[config.mk]
export PLATFORM = sky130hd
export DESIGN_NAME = dds_spi_scheduler_flat
export DESIGN_NICKNAME = d
export VERILOG_FILES = /design/src/rtl/dds_spi_scheduler_if.sv /design/src/rtl/dds_spi_scheduler.sv /design/src/flat_wrapper.sv
export SDC_FILE = /design/constraint.sdc
export NUM_CORES = 1
export LEC_CHECK = 0
export BUFFER_PORTS_ARGS = -buffer_cell sky130_fd_sc_hd__buf_2
export CORE_MARGIN = 5
export CORE_UTILIZATION = 25
export DETAILED_ROUTE_END_ITERATION = 8
export PLACE_DENSITY = 0.48
export SLEW_MARGIN = 0
export SYNTH_ARGS = -nofsm -noshare
export SYNTH_HDL_FRONTEND = slang
export SYNTH_SLANG_ARGS = --single-unit
[constraint.sdc]
create_clock -name TenMHzExt -period 3.1 [get_ports TenMHzExt]
set_input_delay 0.62 -clock TenMHzExt [delete_from_list [all_inputs] [get_ports TenMHzExt]]
set_output_delay 0.62 -clock TenMHzExt [all_outputs]
set_load 0.05 [all_outputs]
[src/rtl/dds_spi_scheduler_if.sv]
// Bundle of requester handshake and DDS serial-port pins for dds_spi_scheduler.
// The slave modport is the scheduler. The master modport is the requester/board side.
interface dds_spi_scheduler_if;
  logic [1:0]  req;
  logic [7:0]  addr0, addr1;
  logic [63:0] data0, data1;
  logic [2:0]  nb0, nb1;
  logic        upd0, upd1;
  logic [1:0]  ack;
  logic        busy;
  logic        SDIO;
  logic        SCLK;
  logic        CSB;
  logic        IO_UPDATE;
  logic        IO_RESET;

  modport master (
    output req, addr0, addr1, data0, data1, nb0, nb1, upd0, upd1,
    input  ack, busy, SDIO, SCLK, CSB, IO_UPDATE, IO_RESET
  );

  modport slave (
    input  req, addr0, addr1, data0, data1, nb0, nb1, upd0, upd1,
    output ack, busy, SDIO, SCLK, CSB, IO_UPDATE, IO_RESET
  );
endinterface

[src/rtl/dds_spi_scheduler.sv]
// Round-robin scheduler that shares one DDS serial port between two register writers.
// Optional macro DDS_IORESET_EN pulses IO_RESET before every frame.
module dds_spi_scheduler #(
  parameter int unsigned CSB_SETUP  = 2,
  parameter int unsigned UPD_CYCLES = 5,
  parameter int unsigned RST_CYCLES = 5
) (
  input logic               TenMHzExt,
  input logic               reset,
  dds_spi_scheduler_if.slave bus
);

  if (CSB_SETUP < 1 || CSB_SETUP > 15 || UPD_CYCLES < 1 || UPD_CYCLES > 15 ||
      RST_CYCLES < 1 || RST_CYCLES > 15) begin : g_param_check
    $error("dds_spi_scheduler: timing parameters must lie in 1..15");
  end

  localparam logic [3:0] SETUP_LOAD = 4'(CSB_SETUP - 1);
  localparam logic [3:0] UPD_LOAD   = 4'(UPD_CYCLES - 1);
`ifdef DDS_IORESET_EN
  localparam logic [3:0] RST_LOAD   = 4'(RST_CYCLES - 1);
`endif

  typedef enum logic [2:0] {
    S_IDLE,
`ifdef DDS_IORESET_EN
    S_IORST,
`endif
    S_SETUP,
    S_SHIFT,
    S_HOLD,
    S_UPDATE,
    S_DONE
  } state_e;

  state_e      state_q;
  logic        rr_q;
  logic        gnt_q;
  logic        upd_q;
  logic [71:0] sh_q;
  logic [6:0]  bits_q;
  logic [3:0]  cnt_q;
  logic        sdio_q, sclk_q, csb_q, io_update_q, io_reset_q, busy_q;
  logic [1:0]  ack_q;

  logic        gnt_d;
  logic        upd_d;
  logic [7:0]  addr_sel;
  logic [63:0] data_sel;
  logic [2:0]  nb_sel;
  logic [71:0] sh_d;
  logic [6:0]  bits_d;

  // Grant decode and payload capture. The data is left-aligned so the first
  // data bit always sits just below the instruction byte.
  // NOTE: every always_comb output gets a value on every path; a missed
  // branch would silently infer a latch.
  always_comb begin
    gnt_d    = (bus.req == 2'b11) ? rr_q : bus.req[1];
    addr_sel = gnt_d ? bus.addr1 : bus.addr0;
    data_sel = gnt_d ? bus.data1 : bus.data0;
    nb_sel   = gnt_d ? bus.nb1   : bus.nb0;
    upd_d    = gnt_d ? bus.upd1  : bus.upd0;
    sh_d     = {addr_sel, data_sel << {3'd7 - nb_sel, 3'b000}};
    bits_d   = 7'd16 + {1'b0, nb_sel, 3'b000};
  end

  // NOTE: sequential state uses non-blocking assignments only, so every
  // register samples the pre-edge value of every other register.
  always_ff @(posedge TenMHzExt) begin
    if (reset) begin
      state_q     <= S_IDLE;
      rr_q        <= 1'b0;
      gnt_q       <= 1'b0;
      upd_q       <= 1'b0;
      sh_q        <= '0;
      bits_q      <= '0;
      cnt_q       <= '0;
      sdio_q      <= 1'b0;
      sclk_q      <= 1'b0;
      csb_q       <= 1'b1;
      io_update_q <= 1'b0;
      io_reset_q  <= 1'b0;
      ack_q       <= 2'b00;
      busy_q      <= 1'b0;
    end else begin
      case (state_q)
        S_IDLE: begin
          if (|bus.req) begin
            gnt_q  <= gnt_d;
            rr_q   <= ~gnt_d;
            sh_q   <= sh_d;
            bits_q <= bits_d;
            upd_q  <= upd_d;
            busy_q <= 1'b1;
`ifdef DDS_IORESET_EN
            state_q    <= S_IORST;
            io_reset_q <= 1'b1;
            cnt_q      <= RST_LOAD;
`else
            state_q <= S_SETUP;
            csb_q   <= 1'b0;
            sdio_q  <= sh_d[71];
            cnt_q   <= SETUP_LOAD;
`endif
          end
        end
`ifdef DDS_IORESET_EN
        S_IORST: begin
          if (cnt_q == 4'd0) begin
            state_q    <= S_SETUP;
            io_reset_q <= 1'b0;
            csb_q      <= 1'b0;
            sdio_q     <= sh_q[71];
            cnt_q      <= SETUP_LOAD;
          end else begin
            cnt_q <= cnt_q - 4'd1;
          end
        end
`endif
        S_SETUP: begin
          if (cnt_q == 4'd0) state_q <= S_SHIFT;
          else               cnt_q   <= cnt_q - 4'd1;
        end
        // sclk_q doubles as the bit phase: low = phase A, high = phase B.
        S_SHIFT: begin
          if (!sclk_q) begin
            sclk_q <= 1'b1;
          end else if (bits_q == 7'd1) begin
            state_q <= S_HOLD;
            sclk_q  <= 1'b0;
            csb_q   <= 1'b1;
            sdio_q  <= 1'b0;
          end else begin
            sclk_q <= 1'b0;
            sh_q   <= sh_q << 1;
            sdio_q <= sh_q[70];
            bits_q <= bits_q - 7'd1;
          end
        end
        S_HOLD: begin
          if (upd_q) begin
            state_q     <= S_UPDATE;
            io_update_q <= 1'b1;
            cnt_q       <= UPD_LOAD;
          end else begin
            state_q <= S_DONE;
            ack_q   <= gnt_q ? 2'b10 : 2'b01;
          end
        end
        S_UPDATE: begin
          if (cnt_q == 4'd0) begin
            state_q     <= S_DONE;
            io_update_q <= 1'b0;
            ack_q       <= gnt_q ? 2'b10 : 2'b01;
          end else begin
            cnt_q <= cnt_q - 4'd1;
          end
        end
        S_DONE: begin
          state_q <= S_IDLE;
          ack_q   <= 2'b00;
          busy_q  <= 1'b0;
        end
        default: state_q <= S_IDLE;
      endcase
    end
  end

  assign bus.SDIO      = sdio_q;
  assign bus.SCLK      = sclk_q;
  assign bus.CSB       = csb_q;
  assign bus.IO_UPDATE = io_update_q;
  assign bus.IO_RESET  = io_reset_q;
  assign bus.ack       = ack_q;
  assign bus.busy      = busy_q;

endmodule
[src/flat_wrapper.sv]
// flat-port wrapper written by rule: the top's interface ports become plain ports
module dds_spi_scheduler_flat 
#(
  parameter int unsigned CSB_SETUP  = 2,
  parameter int unsigned UPD_CYCLES = 5,
  parameter int unsigned RST_CYCLES = 5
)
  (TenMHzExt, reset, bus_req, bus_addr0, bus_addr1, bus_data0, bus_data1, bus_nb0, bus_nb1, bus_upd0, bus_upd1, bus_ack, bus_busy, bus_SDIO, bus_SCLK, bus_CSB, bus_IO_UPDATE, bus_IO_RESET);
  dds_spi_scheduler_if bus_i ();
  input logic TenMHzExt;
  input logic reset;
  input wire logic [$bits(bus_i.req)-1:0] bus_req;
  input wire logic [$bits(bus_i.addr0)-1:0] bus_addr0;
  input wire logic [$bits(bus_i.addr1)-1:0] bus_addr1;
  input wire logic [$bits(bus_i.data0)-1:0] bus_data0;
  input wire logic [$bits(bus_i.data1)-1:0] bus_data1;
  input wire logic [$bits(bus_i.nb0)-1:0] bus_nb0;
  input wire logic [$bits(bus_i.nb1)-1:0] bus_nb1;
  input wire logic [$bits(bus_i.upd0)-1:0] bus_upd0;
  input wire logic [$bits(bus_i.upd1)-1:0] bus_upd1;
  output wire logic [$bits(bus_i.ack)-1:0] bus_ack;
  output wire logic [$bits(bus_i.busy)-1:0] bus_busy;
  output wire logic [$bits(bus_i.SDIO)-1:0] bus_SDIO;
  output wire logic [$bits(bus_i.SCLK)-1:0] bus_SCLK;
  output wire logic [$bits(bus_i.CSB)-1:0] bus_CSB;
  output wire logic [$bits(bus_i.IO_UPDATE)-1:0] bus_IO_UPDATE;
  output wire logic [$bits(bus_i.IO_RESET)-1:0] bus_IO_RESET;
  assign bus_i.req = bus_req;
  assign bus_i.addr0 = bus_addr0;
  assign bus_i.addr1 = bus_addr1;
  assign bus_i.data0 = bus_data0;
  assign bus_i.data1 = bus_data1;
  assign bus_i.nb0 = bus_nb0;
  assign bus_i.nb1 = bus_nb1;
  assign bus_i.upd0 = bus_upd0;
  assign bus_i.upd1 = bus_upd1;
  assign bus_ack = bus_i.ack;
  assign bus_busy = bus_i.busy;
  assign bus_SDIO = bus_i.SDIO;
  assign bus_SCLK = bus_i.SCLK;
  assign bus_CSB = bus_i.CSB;
  assign bus_IO_UPDATE = bus_i.IO_UPDATE;
  assign bus_IO_RESET = bus_i.IO_RESET;
  dds_spi_scheduler #(.CSB_SETUP(CSB_SETUP), .UPD_CYCLES(UPD_CYCLES), .RST_CYCLES(RST_CYCLES)) u_core (.TenMHzExt(TenMHzExt), .reset(reset), .bus(bus_i));
endmodule
==> results of run 1 <==
-- cells by family after synthesis --
group / share of synthesized area, %
AOI/OAI and AO/OA: 26.1
xor gates and xnor gates: 0.348
adders and majority gates: 0.829
buffers and inverters: 5.80
DFF: 25.2
muxes: 23.9
other: 0.0497
and+or+nand+nor: 17.8
-- final timing paths --
| kind | to | slack (ps) | depth (start not counted) |
|---|---|---|---|
| min | u_core.sh_q[0] | 470 | 2 |
| max reg2reg | u_core.sh_q[22] | 630 | 5 |
| min reg2reg | u_core.sh_q[0] | 470 | 2 |
| max | u_core.sh_q[22] | 630 | 5 |
-- sequential cells by signal, summed over array words and instances (netlist names) --
signal	cells
u_core.bus.SDIO	1
u_core.bus.busy	1
u_core.state_q	3
u_core.gnt_q	1
u_core.bus.IO_UPDATE	1
u_core.cnt_q	4
u_core.upd_q	1
u_core.bus.SCLK	1
u_core.sh_q	71
u_core.bus.CSB	1
u_core.bits_q	7
u_core.bus.ack	2
u_core.rr_q	1
-- routing by layer --
metal  share of wire, %  global-route usage (%)  wire [um]  vias to the layer above
met5                  0                       0          0                        -
met4                2.5                    5.62        827                        0
met3                6.9                    3.56       2320                       41
met2                 45                    30.1      15200                      327
met1                 45                    27.3      15200                     4074
li1                   -                       -          -                     3872
-- per-stage QoR --
stage | utilization [%] | setup slack (ps) | area (um^2) | total power [W] | hold slack, ps
2_1_floorplan | - | 736 | 7550 | 0.00453 | 432
3_3_place_gp | 30.0 | 377 | 8920 | 0.00574 | 453
3_5_place_dp | 30.0 | 287 | 8920 | 0.00574 | 461
4_1_cts | 31.0 | 650 | 9210 | 0.00690 | 476
5_1_grt | 31.0 | 430 | 9210 | 0.00742 | 499
6_report | 31.0 | 630 | 9210 | 0.00689 | 473
-- critical path, delay by kind of cell (launching register included) --
family	cells	cell delay, ps
compound gates	2	1000
flops	1	350
simple gates	3	1040
-- cell type report --
class	instances	share of cell area (%)
multi-input cells	755	56.8
flip-flops and latches	95	20.7
repair buffers	213	13.5
well taps	390	5.30
clock buffers	9	2.45
clock inverters	7	0.680
inverters	14	0.571
-- cells in the mapped netlist (15+ instances only) --
| library cell | number |
|---|---|
| a221oi_1 | 15 |
| o22ai_1 | 37 |
| a311oi_1 | 16 |
| mux2i_1 | 109 |
| nor2_1 | 136 |
| a21oi_1 | 62 |
| mux4_2 | 20 |
| mux2_2 | 23 |
| a211oi_1 | 48 |
| buf_2 | 35 |
| nand2_1 | 77 |
| dfxtp_1 | 95 |
| clkbuf_1 | 41 |
| nor3_1 | 29 |
| o21ai_0 | 42 |
-- power by group through the flow --
| stage | Clock (W) | Sequential (W) | Combinational (W) |
|---|---|---|---|
| floorplan | 0 | 0.00206 | 0.00248 |
| global placement | 0 | 0.00211 | 0.00362 |
| detailed placement | 0 | 0.00211 | 0.00363 |
| CTS | 0.00116 | 0.00209 | 0.00364 |
| global route | 0.00120 | 0.00215 | 0.00407 |
| finish | 0.00113 | 0.00210 | 0.00366 |
==> metrics.md, run 1 <==
| Metric | Value |
|---|---|
| Psw | 0.00320 W |
| Clk_lat worst skew | 370 ps |
| Logic pwr share | 53.1% |
| TritonCTS clock tree | yes |
| R2r startpoint | u_core.rr_q |
| # hold bufs at CTS | 0 |
| Number of DRC markers in iteration 0 | 848 |
| FF/Latch Area | 1900 um^2 |
| Vias/cell | 5.61 |
| Total grt overflow | 0 |
| Root buf cell | clkbuf_16 |
| Residual DRC | 0 |
| Post-Syn Instances | 949 |
| Most frequent cells in the layout | buf_2 (161), nor2_1 (135), mux2i_1 (109) |
| FILL cells | 3218 |
| Int Pwr | 0.00369 W |
| Post-synth top area share | 25.2% |
| Synth Flop Type | dfxtp_1 |
| CTS clk-pin slew, worst paths | 90 ps |
| Sequential-to-total area share from yosys stat | 25.2% |
| Placed Instances | 1467 |
| Min-delay src | u_core.sh_q[0] |
| Synth area leader | dfxtp_1 |
| Rows | 63 |
| Cell Count, Final, Fillers Out | 1483 |
| Syn. warnings | 0 |
| Syn-to-layout area delta | 22.0% |
| Slowest-stage cell, CP | a21oi_1 |
| Pre-antenna DRT Iters | 9 |
| Area of the multi-input gates | 5230 um^2 |
| CTS sink cnt | 95 |
| VDD IR-drop max | 0.422 mV |
| Worst path required time | 3390 ps |
| Initial core utilization | 25.4% |
| Sequential power share | 30.5% |
| Largest net degree at the start of global routing | 52 |
| Max Clock Skew | 19.8 ps |
| First-pass GRT wire length | 50500 um |
| Antenna violations before repair | 0 |
| CP Max Fanout | 11 |
| Static Leak | 3.87 nW |
| Post_cts resized | 0 |
| FMAX | 405 MHz |
| Crit path from | u_core.rr_q |
| Power Dens Cells | 749 nW/um^2 |
| TritonCTS Buffers | 9 |
| Syn avg cell area | 7.95 um^2 |
| Total track usage | 19.3% |
| Detail Placement HPWL | 25900 um |
| Diodes inserted | 0 |
| Post-synth cell types | 64 |
| Drt wl/cell | 22.6 um |
| Clock Path Buffers | 2 |
| Status | finished clean |
| Endpoints failing hold | 0 |
| Post-CTS Setup Bufs | 0 |
| Nets | 1249 |
| Fin crit share | 79.7% |
| Ys async rst share | 0% |
| Die W | 184 um |
| Synth Cell Area | 7550 um^2 |
| Vias | 8314 |
| Number of global-route vias before repair | 8074 |
| Worst-Margin Slew | 887 ps |
| Max-slew violations | 0 |
| Routability cong. | 0.931 |
| Count of final setup violators | 0 |
| Slew HR | 40.9% |
| Min cycle time layout | 2470 ps |
| Setup TNS | 0 ps |
| Worst path arrival time | 2760 ps |
| Max stage delay on crit path | 810 ps |
| Core box area | 29700 um^2 |
| H-tree depth | 3 |
| Share of layout cells above drive strength 1 | 26.1% |
| Hold Crit Class | reg2reg |
| Synth top area cells | dfxtp_1 (25%), mux2i_1 (14%), nor2_1 (6.8%), mux4_2 (6.0%), a211oi_1 (4.8%) |
| Routed WL | 33600 um |
| # port buffers | 162 |
| Syn_nets | 1110 |
| Commonest non-fill, non-tap cell in the layout | buf_2 |
| Worst Setup End Kind | flip-flop |
| Number of max-cap violations | 0 |
| Cells along the critical path | nand2b_1, nand3_1, a21oi_1, a221oi_1, nor3_1 |
| Startpoint types | flip-flop |
| EDFF count, synth | 0 |
| Clock group share of total power | 16.4% |
| Unrepaired setup endpoints after global routing | false |
| Die area | 33800 um^2 |
| Die Y | 184 um |
| Critical path class | reg2reg |
| Ports | 164 |
| Number of antenna-violating nets in the routed design | 0 |
| Sw Share | 46.4% |
| Seq cells post-synth | 95 |
No activity file was read; power rests on OpenSTA's default activity.
==> run 2: changes to the inputs <==
Clock period 3.1 ns to 2.4 ns, I/O delays scaled along.
==> metrics.md, run 2 (same netlist as run 1, synthesis figures left out) <==
| Metric | Value |
|---|---|
| Max reg flops | 71 (unchanged) |
| Vias/cell | 5.49 (-2.1%) |
| Startpoint types | flip-flop |
| Count of final setup violators | 0 (unchanged) |
| H-tree depth | 3 (unchanged) |
| Status | finished clean |
| Dpl cell area | 9390 um^2 (+5.3%) |
| Die Y | 184 um (unchanged) |
| Final core utilization | 32.7% (+1.7 points) |
| # hold bufs at CTS | 0 (unchanged) |
| Biggest register | u_core.sh_q |
| Final Instance Area | 9710 um^2 (+5.5%) |
| First-pass GRT wire length | 50800 um (+0.60%) |
| Max stage delay on crit path | 370 ps (-440 ps) |
| FILL cells | 3176 (-1.3%) |
| Routed WL | 33900 um (+1.1%) |
| Drt wl/cell | 22.2 um (-2.1%) |
| Slowest-stage cell, CP | dfxtp_1 |
| Vias | 8404 (+1.1%) |
| Max-slew violations | 0 (unchanged) |
| Hold Crit Class | reg2reg |
| Min cycle time layout | 2220 ps (-245 ps) |
| Pre-antenna DRT Iters | 6 (-3) |
| TritonCTS Buffers | 9 (unchanged) |
| CTS sink cnt | 95 (unchanged) |
| Number of global-route vias before repair | 8033 (-0.51%) |
| Setup TNS | 0 ps (unchanged) |
| # port buffers | 162 (unchanged) |
| Static Leak | 4.15 nW (+7.1%) |
| Initial core utilization | 25.4% (unchanged) |
| Power Dens Cells | 963 nW/um^2 (+29%) |
| Ports | 164 (unchanged) |
| Cell Count, Final, Fillers Out | 1531 (+3.2%) |
| Top Registers | u_core.sh_q: 71 flops, u_core.bits_q: 7 flops, u_core.cnt_q: 4 flops |
| Post-CTS Setup Bufs | 0 (unchanged) |
| Number of max-cap violations | 0 (unchanged) |
| Root buf cell | clkbuf_16 |
| Clk_lat worst skew | 360 ps (about the same) |
| FMAX | 450 MHz (+11%) |
| Diodes inserted | 0 (unchanged) |
| TritonCTS clock tree | yes |
| Largest net degree at the start of global routing | 52 (unchanged) |
| Die area | 33800 um^2 (unchanged) |
| Crit path buffers/inverters | 2 (+2) |
| Delay-heaviest family, CP | simple AND/OR/NAND/NOR gates |
| CP Max Fanout | 6 (-5) |
| Commonest non-fill, non-tap cell in the layout | buf_2 |
| Worst-Margin Slew | 726 ps (-161 ps) |
| Worst path required time | 2630 ps (-760 ps) |
| Total grt overflow | 0 (unchanged) |
| Detail Placement HPWL | 26400 um (+1.8%) |
| Unrepaired setup endpoints after global routing | false |
| VDD IR-drop max | 0.416 mV (-1.4%) |
| Number of antenna-violating nets in the routed design | 0 (unchanged) |
| Cells along the critical path | nand2b_1, nand3_1, buf_4, nand3_1, buf_4, nor2_1, a211oi_2, nor3_1 |
| Rows | 63 (unchanged) |
| Share of layout cells above drive strength 1 | 29.4% (+3.3 points) |
| Max Clock Skew | 8.45 ps (-11.3 ps) |
| Total track usage | 19.4% (+0.13 points) |
| Core box area | 29700 um^2 (unchanged) |
| Antenna violations before repair | 0 (unchanged) |
| Number of DRC markers in iteration 0 | 767 (-9.6%) |
| Worst Setup End Kind | flip-flop |
| Die W | 184 um (unchanged) |
| Nets | 1297 (+3.8%) |
| Residual DRC | 0 (unchanged) |
| CTS clk-pin slew, worst paths | 70 ps (-20 ps) |
| Most frequent cells in the layout | buf_2 (161), nor2_1 (135), mux2i_1 (108) |
| Placed Instances | 1515 (+3.3%) |
| Syn-to-layout area delta | 28.7% |
| Fin crit share | 92.7% (+13 points) |
| Endpoints failing hold | 0 (unchanged) |
| Worst path arrival time | 2460 ps (-300 ps) |
| Critical path class | reg2reg |
| Routability cong. | 0.923 (-0.89%) |
| Slew HR | 51.6% (+11 points) |
| Clock Path Buffers | 2 (unchanged) |
==> run 2: cell count changes in the layout (fill, tap and decap cells not counted), sizes merged <==
cell	before	now
clkinvlp	0	2
bufinv	0	1
clkbuf	9	12
inv	17	13
buf	213	261
clkinv	4	2
==> run 2: per-stage QoR <==
step	hold WS, ps	total power, W	setup slack, ps
global placement	448	0.00776	-165
floorplan	432	0.00586	168
CTS	466	0.00935	88.0
detailed placement	455	0.00777	-107
finish	460	0.00936	175
global route	492	0.0100	2.94
==> run 2: metal layers <==
layer	routed length (um)	GRT usage, %	share of wire (%)	up-vias
li1	-	-	-	3966
met2	15400	30.2	45	334
met1	15400	27.9	45	4060
met4	699	4.61	2.1	0
met5	0	0	0	-
met3	2460	3.74	7.2	44
==> run 2: what timing repair did <==
item	4_1_cts	5_1_grt
resized for setup	1	2
pin swaps	0	0
endpoints found under the setup margin	1	2
==> run 2: worst min-delay path, delay by kind of cell (launching register included) <==
| kind | cells | cell delay [ps] |
|---|---|---|
| flops | 1 | 310 |
| simple gates | 1 | 50 |
| compound gates | 1 | 50 |
==> run 2: area by class of cell <==
type / count / area (um^2) / share of cell area, %
clock inverter: 4 / 53.8 / 0.554
clock buffer: 12 / 256 / 2.64
multi-input combinational: 755 / 5240 / 53.9
timing repair buffer: 261 / 1720 / 17.7
sequential: 95 / 1900 / 19.6
inverter: 14 / 52.6 / 0.541
tap: 390 / 488 / 5.03
==> run 2: report_power, final <==
| part | switching, W | internal [W] | leakage [nW] |
|---|---|---|---|
| Combinational | 0.00303 | 0.00207 | 3.22 |
| Sequential | 0.000474 | 0.00225 | 0.784 |
| Clock | 0.000660 | 0.000868 | 0.145 |
| Total | 0.00417 | 0.00519 | 4.15 |
==> run 2: path summary, 6_finish.rpt <==
check / startpoint / end / slack (ps) / depth (start not counted)
min: u_core.sh_q[0] / u_core.sh_q[0] / 460 / 2
max reg2reg: u_core.rr_q / u_core.sh_q[63] / 180 / 8
min reg2reg: u_core.sh_q[0] / u_core.sh_q[0] / 460 / 2
max: u_core.rr_q / u_core.sh_q[63] / 180 / 8
